--- src/rtl/alu_scheduler.sv ---
// rtl/alu_scheduler.sv - round-robin scheduler sharing one ALU/flag detector between two requesters (optional FLAG_STICKY_EN)
module alu_scheduler #(
  parameter int N = 4
) (
  input  logic         clk,
  input  logic         rst_n,
  input  logic [1:0]   req_valid,
  output logic [1:0]   req_ready,
  input  logic [N-1:0] req_a0,
  input  logic [N-1:0] req_a1,
  input  logic [N-1:0] req_b0,
  input  logic [N-1:0] req_b1,
  input  logic [3:0]   req_sel0,
  input  logic [3:0]   req_sel1,
  output logic [N-1:0] alu_a,
  output logic [N-1:0] alu_b,
  output logic [3:0]   alu_sel,
  input  logic [N:0]   alu_resultado,
  input  logic [3:0]   alu_flags,
  output logic         rsp_valid,
  input  logic         rsp_ready,
  output logic         rsp_id,
  output logic [N:0]   rsp_resultado,
  output logic [3:0]   rsp_flags
`ifdef FLAG_STICKY_EN
  ,
  input  logic         sticky_clr,
  output logic [1:0]   sticky_flags
`endif
);

  typedef enum logic [1:0] {
    IDLE = 2'd0,
    EXEC = 2'd1,
    RESP = 2'd2
  } state_t;

  state_t         state_q, state_d;
  logic           last_grant_q, last_grant_d;
  logic [N-1:0]   op_a_q, op_a_d;
  logic [N-1:0]   op_b_q, op_b_d;
  logic [3:0]     op_sel_q, op_sel_d;
  logic           rsp_id_q, rsp_id_d;
  logic [N:0]     rsp_res_q, rsp_res_d;
  logic [3:0]     rsp_flags_q, rsp_flags_d;
  logic           grant;
  logic [1:0]     ready_int;

  // Round-robin pick: a lone requester wins, a tie goes to the one not served last
  always_comb begin
    grant = req_valid[1];
    if (req_valid == 2'b11) begin
      grant = ~last_grant_q;
    end
  end

  // Next-state and datapath capture for the IDLE->EXEC->RESP sequence
  always_comb begin
    state_d      = state_q;
    last_grant_d = last_grant_q;
    op_a_d       = op_a_q;
    op_b_d       = op_b_q;
    op_sel_d     = op_sel_q;
    rsp_id_d     = rsp_id_q;
    rsp_res_d    = rsp_res_q;
    rsp_flags_d  = rsp_flags_q;
    ready_int    = 2'b00;
    case (state_q)
      IDLE: begin
        if (|req_valid) begin
          ready_int    = grant ? 2'b10 : 2'b01;
          op_a_d       = grant ? req_a1 : req_a0;
          op_b_d       = grant ? req_b1 : req_b0;
          op_sel_d     = grant ? req_sel1 : req_sel0;
          rsp_id_d     = grant;
          last_grant_d = grant;
          state_d      = EXEC;
        end
      end
      EXEC: begin
        rsp_res_d   = alu_resultado;
        rsp_flags_d = alu_flags;
        state_d     = RESP;
      end
      RESP: begin
        if (rsp_ready) begin
          state_d = IDLE;
        end
      end
      default: begin
        state_d = IDLE;
      end
    endcase
  end

  // State, arbitration history, op registers and captured response
  always_ff @(posedge clk or negedge rst_n) begin
    if (!rst_n) begin
      state_q      <= IDLE;
      last_grant_q <= 1'b1;
      op_a_q       <= '0;
      op_b_q       <= '0;
      op_sel_q     <= '0;
      rsp_id_q     <= 1'b0;
      rsp_res_q    <= '0;
      rsp_flags_q  <= '0;
    end else begin
      state_q      <= state_d;
      last_grant_q <= last_grant_d;
      op_a_q       <= op_a_d;
      op_b_q       <= op_b_d;
      op_sel_q     <= op_sel_d;
      rsp_id_q     <= rsp_id_d;
      rsp_res_q    <= rsp_res_d;
      rsp_flags_q  <= rsp_flags_d;
    end
  end

  // Accept strobe is masked while reset is held so nothing is offered during reset
  assign req_ready     = rst_n ? ready_int : 2'b00;
  assign alu_a         = op_a_q;
  assign alu_b         = op_b_q;
  assign alu_sel       = op_sel_q;
  assign rsp_valid     = (state_q == RESP);
  assign rsp_id        = rsp_id_q;
  assign rsp_resultado = rsp_res_q;
  assign rsp_flags     = rsp_flags_q;

`ifdef FLAG_STICKY_EN
  logic [1:0] sticky_q, sticky_d;

  // Clear first, then OR in {Ovf,Carry} from a capture happening this cycle
  always_comb begin
    sticky_d = sticky_clr ? 2'b00 : sticky_q;
    if (state_q == EXEC) begin
      sticky_d = sticky_d | alu_flags[2:1];
    end
  end

  // Sticky overflow/carry register
  always_ff @(posedge clk or negedge rst_n) begin
    if (!rst_n) begin
      sticky_q <= 2'b00;
    end else begin
      sticky_q <= sticky_d;
    end
  end

  assign sticky_flags = sticky_q;
`endif

endmodule
--- config.mk ---
export PLATFORM = sky130hd
export DESIGN_NAME = alu_scheduler
export DESIGN_NICKNAME = d
export VERILOG_FILES = /design/src/rtl/alu_scheduler.sv
export SDC_FILE = /design/constraint.sdc
export NUM_CORES = 1
export LEC_CHECK = 0
export CAP_MARGIN = 25
export CORE_UTILIZATION = 33
export CTS_CLUSTER_SIZE = 25
export DETAILED_ROUTE_END_ITERATION = 7
export GPL_ROUTABILITY_DRIVEN = 0
export PLACE_DENSITY = 0.74
export SLEW_MARGIN = 20
export SYNTH_ARGS = -nofsm -noshare
export SYNTH_HDL_FRONTEND = slang
export SYNTH_SLANG_ARGS = --single-unit
--- constraint.sdc ---
create_clock -name clk -period 1.1 [get_ports clk]
set_input_delay 0.11 -clock clk [delete_from_list [all_inputs] [get_ports clk]]
set_output_delay 0.11 -clock clk [all_outputs]
set_load 0.01 [all_outputs]
Yosys cells after proc, flatten, opt, wreduce, memory -nomap -nowiden --
Cells that the tools add are included.
Storage, ports and cells: bits in registers 25, input port bits 38, output and inout port bits 25, logic and storage cells 29
Cells by class: equality and inequality tests 5, multiplexer cells 11, bitwise logic cells 1, reduce and logical (&&, ||, !) cells 4
Operators with widths (number):
- 2-bit 2-to-1 mux | 6
- 4-bit 2-to-1 mux | 3
- 2-bit case mux with 3 select lines | 1
- 2-bit equality test, second input constant | 2
- 2-bit AND reduction | 2
- 2-bit by 1-bit equality test with 1-bit output, second input constant | 1
- 2-bit logical NOT | 1
- 2-bit by 1-bit != test with 1-bit output, second input constant | 1
- 2-bit != test, second input constant | 1
- 2-bit OR reduction | 1
- 1-bit 2-to-1 mux | 1
- 1-bit inverter | 1

Depth between registers and ports, before layout --
Gate-level depths: netlist (run 1).
word-level depth 6, depth in mapped cells 5, depth with buffers taken out 4

Least setup slack after synthesis (run 1) --
No wires, ideal clock.
path kind reg-to-output, from reg last_grant_q, to out req_ready[0], arrival 1.157 ns, data required time 0.990 ns, path slack -0.167 ns, cell stages (with the launch flop) 5, path buffers 1, cells stage by stage dfstp_2 a21bo_2 buf_2 and3_4 and2_1
On the way: longest elaborated chain between the ends 6
RTL lines:
- start: declaration | RTL line 39 | logic last_grant_q, last_grant_d;
- start signal: assignment | RTL line 109 | last_grant_q <= last_grant_d;
- 1-bit inverter | RTL line 53 | grant = ~last_grant_q;
- 1-bit 2-to-1 mux | RTL line 52 | if (req_valid == 2'b11) begin
- 2-bit 2-to-1 mux | RTL line 71 | ready_int = grant ? 2'b10 : 2'b01;
- 2-bit 2-to-1 mux | RTL line 70 | if (|req_valid) begin
- 2-bit 2-to-1 mux | RTL line 68 | case (state_q)
- 2-bit 2-to-1 mux | RTL line 120 | assign req_ready = rst_n ? ready_int : 2'b00;
- end: declaration | RTL line 8 | output logic [1:0] req_ready,
No other way between the ends.

Worst setup path after layout (run 1) --
Same ends and word-level chain as after synthesis.

==> results by group, run 1 <==
Setup path
  – Crit Path Max Fanout: 2
  – Critical path cell sequence: a21bo_2, and3_4, and2_4, buf_6
  – Kind of critical path: register to output pin
  – Startpoint Class: register
  – Critical Path AT: 1.40 ns
  – Crit-path slowest cell: dfstp_2
  – Cell family with most CP delay: flip-flops
  – Required time of the critical path: between 0.9 and 1 ns
  – CP Capture Type: output pin
  – CP peak stage delay: approximately 0.56 ns
  – Crit path buf inv count: 1

Outcome
  – Failing checks: setup timing
  – Status: finished, violations left

Final layout
  – Number of fill cells: about 250
  – ANT cells: 0
  – Nets: around 230
  – Final core utilization: roughly two thirds
  – Synthesis-to-finish area growth: 89.47%
  – Post-Layout Cell Count: 233
  – Layout cell share with drive strength beyond 1: 43.92%

STA
  – RSZ-0062 raised after global routing: true
  – Fin crit period: between 1.5 and 2 ns
  – Max Transition Viols Final: 0
  – Fmax: between 600 and 700 MHz
  – Period utilisation layout: 137.6%
  – Final Hold Slack: roughly 0.19 ns
  – Worst-margin pin slew: about 0.23 ns
  – Relative slew slack: 84.57%
  – Final setup violation count: 28
  – Worst setup margin: -0.4140 ns
  – Setup Skew: ~0.0049 ns
  – Endpoints failing hold: 0

Synth
  – EDFF count, synth: 0
  – Seq/Total Area, Yosys: a little under 60%
  – Async set-or-reset flop fraction in the synthesized netlist: between 90% and 100%
  – Area leader, netlist: dfrtp_1
  – FF+latch count, synth: 25
  – Top cells by area, synth: dfrtp_1 56%, mux2_1 9.4%, nand2_1 5.6%
  – Mean Syn Cell Area: ~12 um2
  – Yosys cell types: 22
  – Ys flop type: dfrtp_1
  – Synth top area share: between 50 and 60%
  – YS warnings: 0
  – Synth Cell Area: 0.001081 mm2
  – Syn Nets: 132
  – Mapped Cells: 94

Place
  – IO buf count: 62
  – Final HPWL from detailed placement: between 2000 and 2500 um
  – DP Worst Slack: -0.6267 ns
  – Placed cells: 208

Clocking
  – CTS Root Cell: clkbuf_4
  – CTS H-tree lvls: 1
  – CTS Hold Bufs: 0
  – Clock Latency Late Sink: 0.31 ns
  – Cts bufs inserted: 3
  – Worst-path clk slew: approximately 0.14 ns
  – CTS tree: yes
  – Clock net sink count: 25
  – Clock buffer depth: 2

Global routing
  – Met3 GRT Util: under 10%
  – Congestion Overflow GR: 0
  – Vias in the first global route: about 1100
  – GR Util All Layers: between 20% and 30%
  – GR Util met1: about a quarter
  – Largest net degree at the start of global routing: 19
  – Initial antenna violation count: 0
  – GRT busiest layer: met2
  – Routing usage on met2: a little over a third
  – First-pass GRT wire length: ~5200 um

Routing
  – Pre-antenna DRT Iters: 4
  – Via/cell ratio: 4.811
  – DRT Wirelength: about 3500 um
  – Routed WL per cell: 14.86 um
  – Via count: between 1000 and 1500
  – Initial DRC Count: 39
  – Post-route DRC: 0
  – Antenna viol nets, final: 0

Floorplanning
  – Initial Util: between 30% and 40%
  – Die width: 59.24 um
  – Die area: ~0.0035 mm2
  – Die Y: around 60 um
  – Core Box Area: 0.003078 mm2
  – Row count: 20
  – Ports: between 60 and 70

Flow run
  – Max cap viols: 0

Power and ir drop
  – Leakage power: 0.9682 nW
  – P per Cell Area: ~2600 mW/mm2
  – Worst vdd ir: 0.001120 V
  – Final total power: ~5.4 mW

Hold path
  – Worst hold path class: primary input to async pin
cells by family (layout without fill, tap and decap cells):
kind of cell	after synthesis	count (layout)	share of synthesized area (%)
simple gates	28	29	12.96
compound gates	25	25	16.09
flops	25	25	57.99
mux	9	9	9.375
buf+inv	7	101	3.587
metal layers:
metal  vias up  share of wire [%]
met5         -                  0
met4         0               0.35
met3         2                6.7
met2        47                 51
met1       542                 42
li1        530                  -
worst paths after layout:
| check | start | endpoint | slack [ns] | cells after the start |
|---|---|---|---|---|
| setup / recovery | last_grant_q | req_ready[0] | -0.41 | 4 |
| hold / removal | rst_n | alu_a[2] | 0.19 | 2 |
| setup reg to reg | state_q[0] | alu_b[1] | -0.36 | 7 |
| hold reg to reg | rsp_resultado[1] | rsp_resultado[1] | 0.51 | 1 |
| max in group asynchronous | rst_n | alu_a[3] | 0.66 | 2 |
| min in group clk | req_b0[3] | alu_b[3] | 0.34 | 3 |
worst reg2reg max path, cell delays in order (launching register included):
cell     delay [ns]
dfrtp_1        0.40
buf_6          0.11
nor2_4         0.03
buf_4          0.13
buf_6          0.12
buf_6          0.12
and3_4         0.17
a221o_1        0.26
per-stage QoR:
step	setup TNS (ns)	cell area, um2
after global placement	-6.507	1838
after CTS	-5.373	2024
after floorplan	-0.5772	1109
final	-5.900	2048
after global routing	-7.635	2048
after detailed placement	-7.182	1838
registers in the layout, indices dropped and copies added (netlist names):
| name | cells |
|---|---|
| rsp_resultado | 5 |
| alu_a | 4 |
| alu_b | 4 |
| alu_sel | 4 |
| rsp_flags | 4 |
| state_q | 2 |
| last_grant_q | 1 |
| rsp_id | 1 |
layout by cell type (no fill, tap or decap), types with 2 or more instances in the layout:
cell              n
dfrtp_1          24
mux2_4            8
nand2_1          15
clkbuf_4          3
clkdlybuf4s50_1  37
buf_4            22
nand2b_4          3
clkdlybuf4s15_1   3
and3_1            2
a21oi_1           8
a31oi_1           8
buf_6            12
and3_4            4
a221o_1           4
clkbuf_2         19
a22o_1            2
layout make-up:
cell class	instances	area (um2)	share of cell area [%]
Clock buffer	4	26.28	1.283
Inverter	2	15.01	0.7330
Multi-Input combinational cell	63	516.7	25.23
Sequential cell	25	626.9	30.60
Tap cell	44	55.05	2.688
Timing Repair Buffer	94	800.8	39.10
Timing Repair inverter	1	7.507	0.3665
Yosys cell counts, types with 2 or more instances:
cell type,count
dfrtp_1,24
nand2_1,16
mux2_1,9
a21oi_1,8
a31oi_1,8
and3_1,5
a221o_1,4
buf_2,4
a22o_1,2
nand2b_1,2
where the power goes:
| part | internal, mW | total [mW] | switching, mW |
|---|---|---|---|
| Clock | 0.142 | 0.412 | 0.270 |
| Sequential | 1.40 | 1.67 | 0.273 |
| Combinational | 1.90 | 3.27 | 1.36 |
| Total | 3.44 | 5.35 | 1.91 |
repair_timing:
item / CTS / global route
endpoints found under the setup margin: 49 / 48
pin swaps: 1 / 3
gates cloned: 2 / 0
gates resized for setup: 73 / 37
buffers inserted: 12 / 8
(Power assumes the default switching activity.)
==> run 2: changes to the inputs <==
- CTS_CLUSTER_SIZE: 25 -> 10
==> results of run 2 <==
No change in the layout: final DEF, timing and power equal those of run 1.
==> run 3: changes to the inputs <==
- CELL_PAD_IN_SITES_DETAIL_PLACEMENT: not set -> 2
- CELL_PAD_IN_SITES_GLOBAL_PLACEMENT: not set -> 2
- CORE_UTILIZATION: 33 -> 23
- PLACE_DENSITY: 0.74 -> 0.84
- clock period: 1.1 -> 1.9 ns (I/O delays scaled with it)
==> run 3 against run 2 <==
  * The run ends with DRC left
  * Clock skew grew 0.0038 ns
  * Register-to-register slack gained 0.87 ns
  * Critical path depth grew 1
  * Clock-buffer cell count is the same
  * Largest cell class unchanged
  * Largest power group unchanged
  * Worst hold slack gained 0.21 ns
  * Clock power shrank 23%
==> results by group, run 3 (synthesis results as in run 1) <==
Outcome
  – Status: finished, violations left
  – Failing checks: DRC

Final layout
  – Most frequent cells in the layout: 60 x clkdlybuf4s50_1, 24 x dfrtp_1, 16 x nand2_1
  – ANT cells: 0
  – Number of fill cells: approximately 490
  – Most common cell after layout, fill and taps aside: clkdlybuf4s50_1
  – Layout cell share with drive strength beyond 1: 12.12%
  – Largest register FFs: 5
  – Post-Layout Cell Count: 217
  – Nets: 204
  – Synthesis-to-finish area growth: 71.41%

Clocking
  – Worst-path clk slew: around 0.090 ns
  – Clock buffer depth: 2
  – CTS Root Cell: clkbuf_8
  – Clock Latency Late Sink: 0.27 ns
  – CTS tree: yes
  – Cts bufs inserted: 3
  – Clock net sink count: 25
  – CTS H-tree lvls: 1

Routing
  – Pre-antenna DRT Iters: 7
  – Antenna viol nets, final: 0
  – DRT Wirelength: 3586 um
  – Via/cell ratio: roughly 4.7
  – Via count: a little over 1000
  – Initial DRC Count: 43
  – Routed WL per cell: between 15 and 20 um
  – Post-route DRC: 19

Setup path
  – Startpoint Class: primary input
  – Kind of critical path: primary input to output pin
  – Critical path cell sequence: clkdlybuf4s50_1, or2_1, and3_4, and2_1, dlygate4sd2_1
  – Crit-path slowest cell: clkdlybuf4s50_1
  – CP peak stage delay: roughly 0.47 ns
  – Required time of the critical path: roughly 1.7 ns
  – Critical Path AT: approximately 1.6 ns
  – Crit Path Max Fanout: 3
  – CP Capture Type: output pin

Power and ir drop
  – Switch Pwr: 0.9260 mW
  – Worst vdd ir: 0.0003415 V
  – Logic gate share of total power: 52.3%
  – Final total power: around 2.7 mW
  – Leakage power: between 0.7 and 0.8 nW
  – Switching Share: 34.40%
  – Sequential share of power: 36.0%
  – Clock Power Share: a little under an eighth
  – Internal Pwr Total: between 1.5 and 2 mW
  – P per Cell Area: about 1500 mW/mm2

STA
  – Fmax: ~570 MHz
  – Worst-margin pin slew: between 0.4 and 0.5 ns
  – Relative slew slack: around 70%
  – Max Transition Viols Final: 0
  – Fin crit period: between 1.5 and 2 ns
  – Setup Skew: ~0.0087 ns
  – Worst setup margin: 0.1542 ns
  – RSZ-0062 raised after global routing: false
  – Endpoints failing hold: 0
  – Final setup violation count: 0
  – Setup TNS: 0 ns
  – Period utilisation layout: 91.88%
  – Final Hold Slack: 0.3968 ns

Global routing
  – Vias in the first global route: 1166
  – GR Util All Layers: 15.38%
  – First-pass GRT wire length: a little under 6000 um
  – Initial antenna violation count: 0
  – Largest net degree at the start of global routing: 15
  – Congestion Overflow GR: 0

Place
  – DP Worst Slack: -0.01146 ns
  – Final HPWL from detailed placement: 2808 um
  – Placed cells: roughly 210
  – IO buf count: a little over 60

Floorplanning
  – Core Box Area: about 0.0044 mm2
  – Initial Util: 24.32%
  – Ports: 63
  – Row count: 24
  – Die Y: 70.56 um
  – Die width: about 70 um
  – Die area: ~0.0050 mm2

Hold path
  – Worst hold path class: primary input to async pin

Flow run
  – Max cap viols: 0
-- run 3: cell types whose count changed in the layout (fill, tap and decap cells not counted), moves of 8 or more --
cell	before	now
buf_4	22	10
buf_6	12	0
clkbuf_2	19	0
clkdlybuf4s50_1	37	60
mux2_1	1	9
mux2_4	8	0
-- run 3: stage by stage --
stage,util [%],instance area (um2)
global placement,40.74,1810
finish,41.69,1853
CTS,41.69,1853
detailed placement,40.74,1810
global route,41.69,1853
floorplan,-,1081
-- run 3: repair_timing --
action | 4_1_cts | 5_1_grt
gates resized for setup | 2 | 0
setup endpoints to repair | 2 | 0
hold buffers | 0 | 0
buffers inserted | 0 | 0
-- run 3: area by class of cell --
cell class,count,area [um2],share of cell area [%]
multi-input combinational,62,415.4,22.42
clock buffer,4,45.04,2.431
tap,52,65.06,3.511
sequential,25,626.9,33.83
inverter,2,7.507,0.4051
timing repair buffer,72,693.2,37.41
-- run 3: per-layer routing --
layer	track usage, %	share of wire (%)	up-vias
li1	-	-	477
met1	19.75	44	496
met2	26.21	48	54
met3	2.849	7.9	2
met4	5.333	0.61	0
met5	0	0	-
-- run 3: path summary, 6_finish.rpt --
path / startpoint / to / slack [ns] / cells past startpoint
min in group clk: req_sel0[2] / alu_sel[2] / 0.47 / 3
max in group asynchronous: rst_n / last_grant_q / 1.30 / 2
min: rst_n / alu_b[1] / 0.40 / 2
max: req_valid[0] / req_ready[0] / 0.15 / 5
min reg2reg: rsp_flags[2] / rsp_flags[2] / 0.51 / 1
max reg2reg: state_q[1] / alu_b[2] / 0.51 / 4
-- run 3: critical path: cells and delay by family --
kind | cells | cell delay, ns
buf+inv | 2 | 0.75
simple gates | 3 | 0.61
-- run 3: power groups by stage --
stage	clock network [mW]	registers [mW]	logic, mW
3_3_place_gp	0	0.962	1.39
4_1_cts	0.334	0.979	1.43
3_5_place_dp	0	0.989	1.43
6_report	0.316	0.970	1.41
2_1_floorplan	0	1.07	0.518
5_1_grt	0.358	1.01	1.52
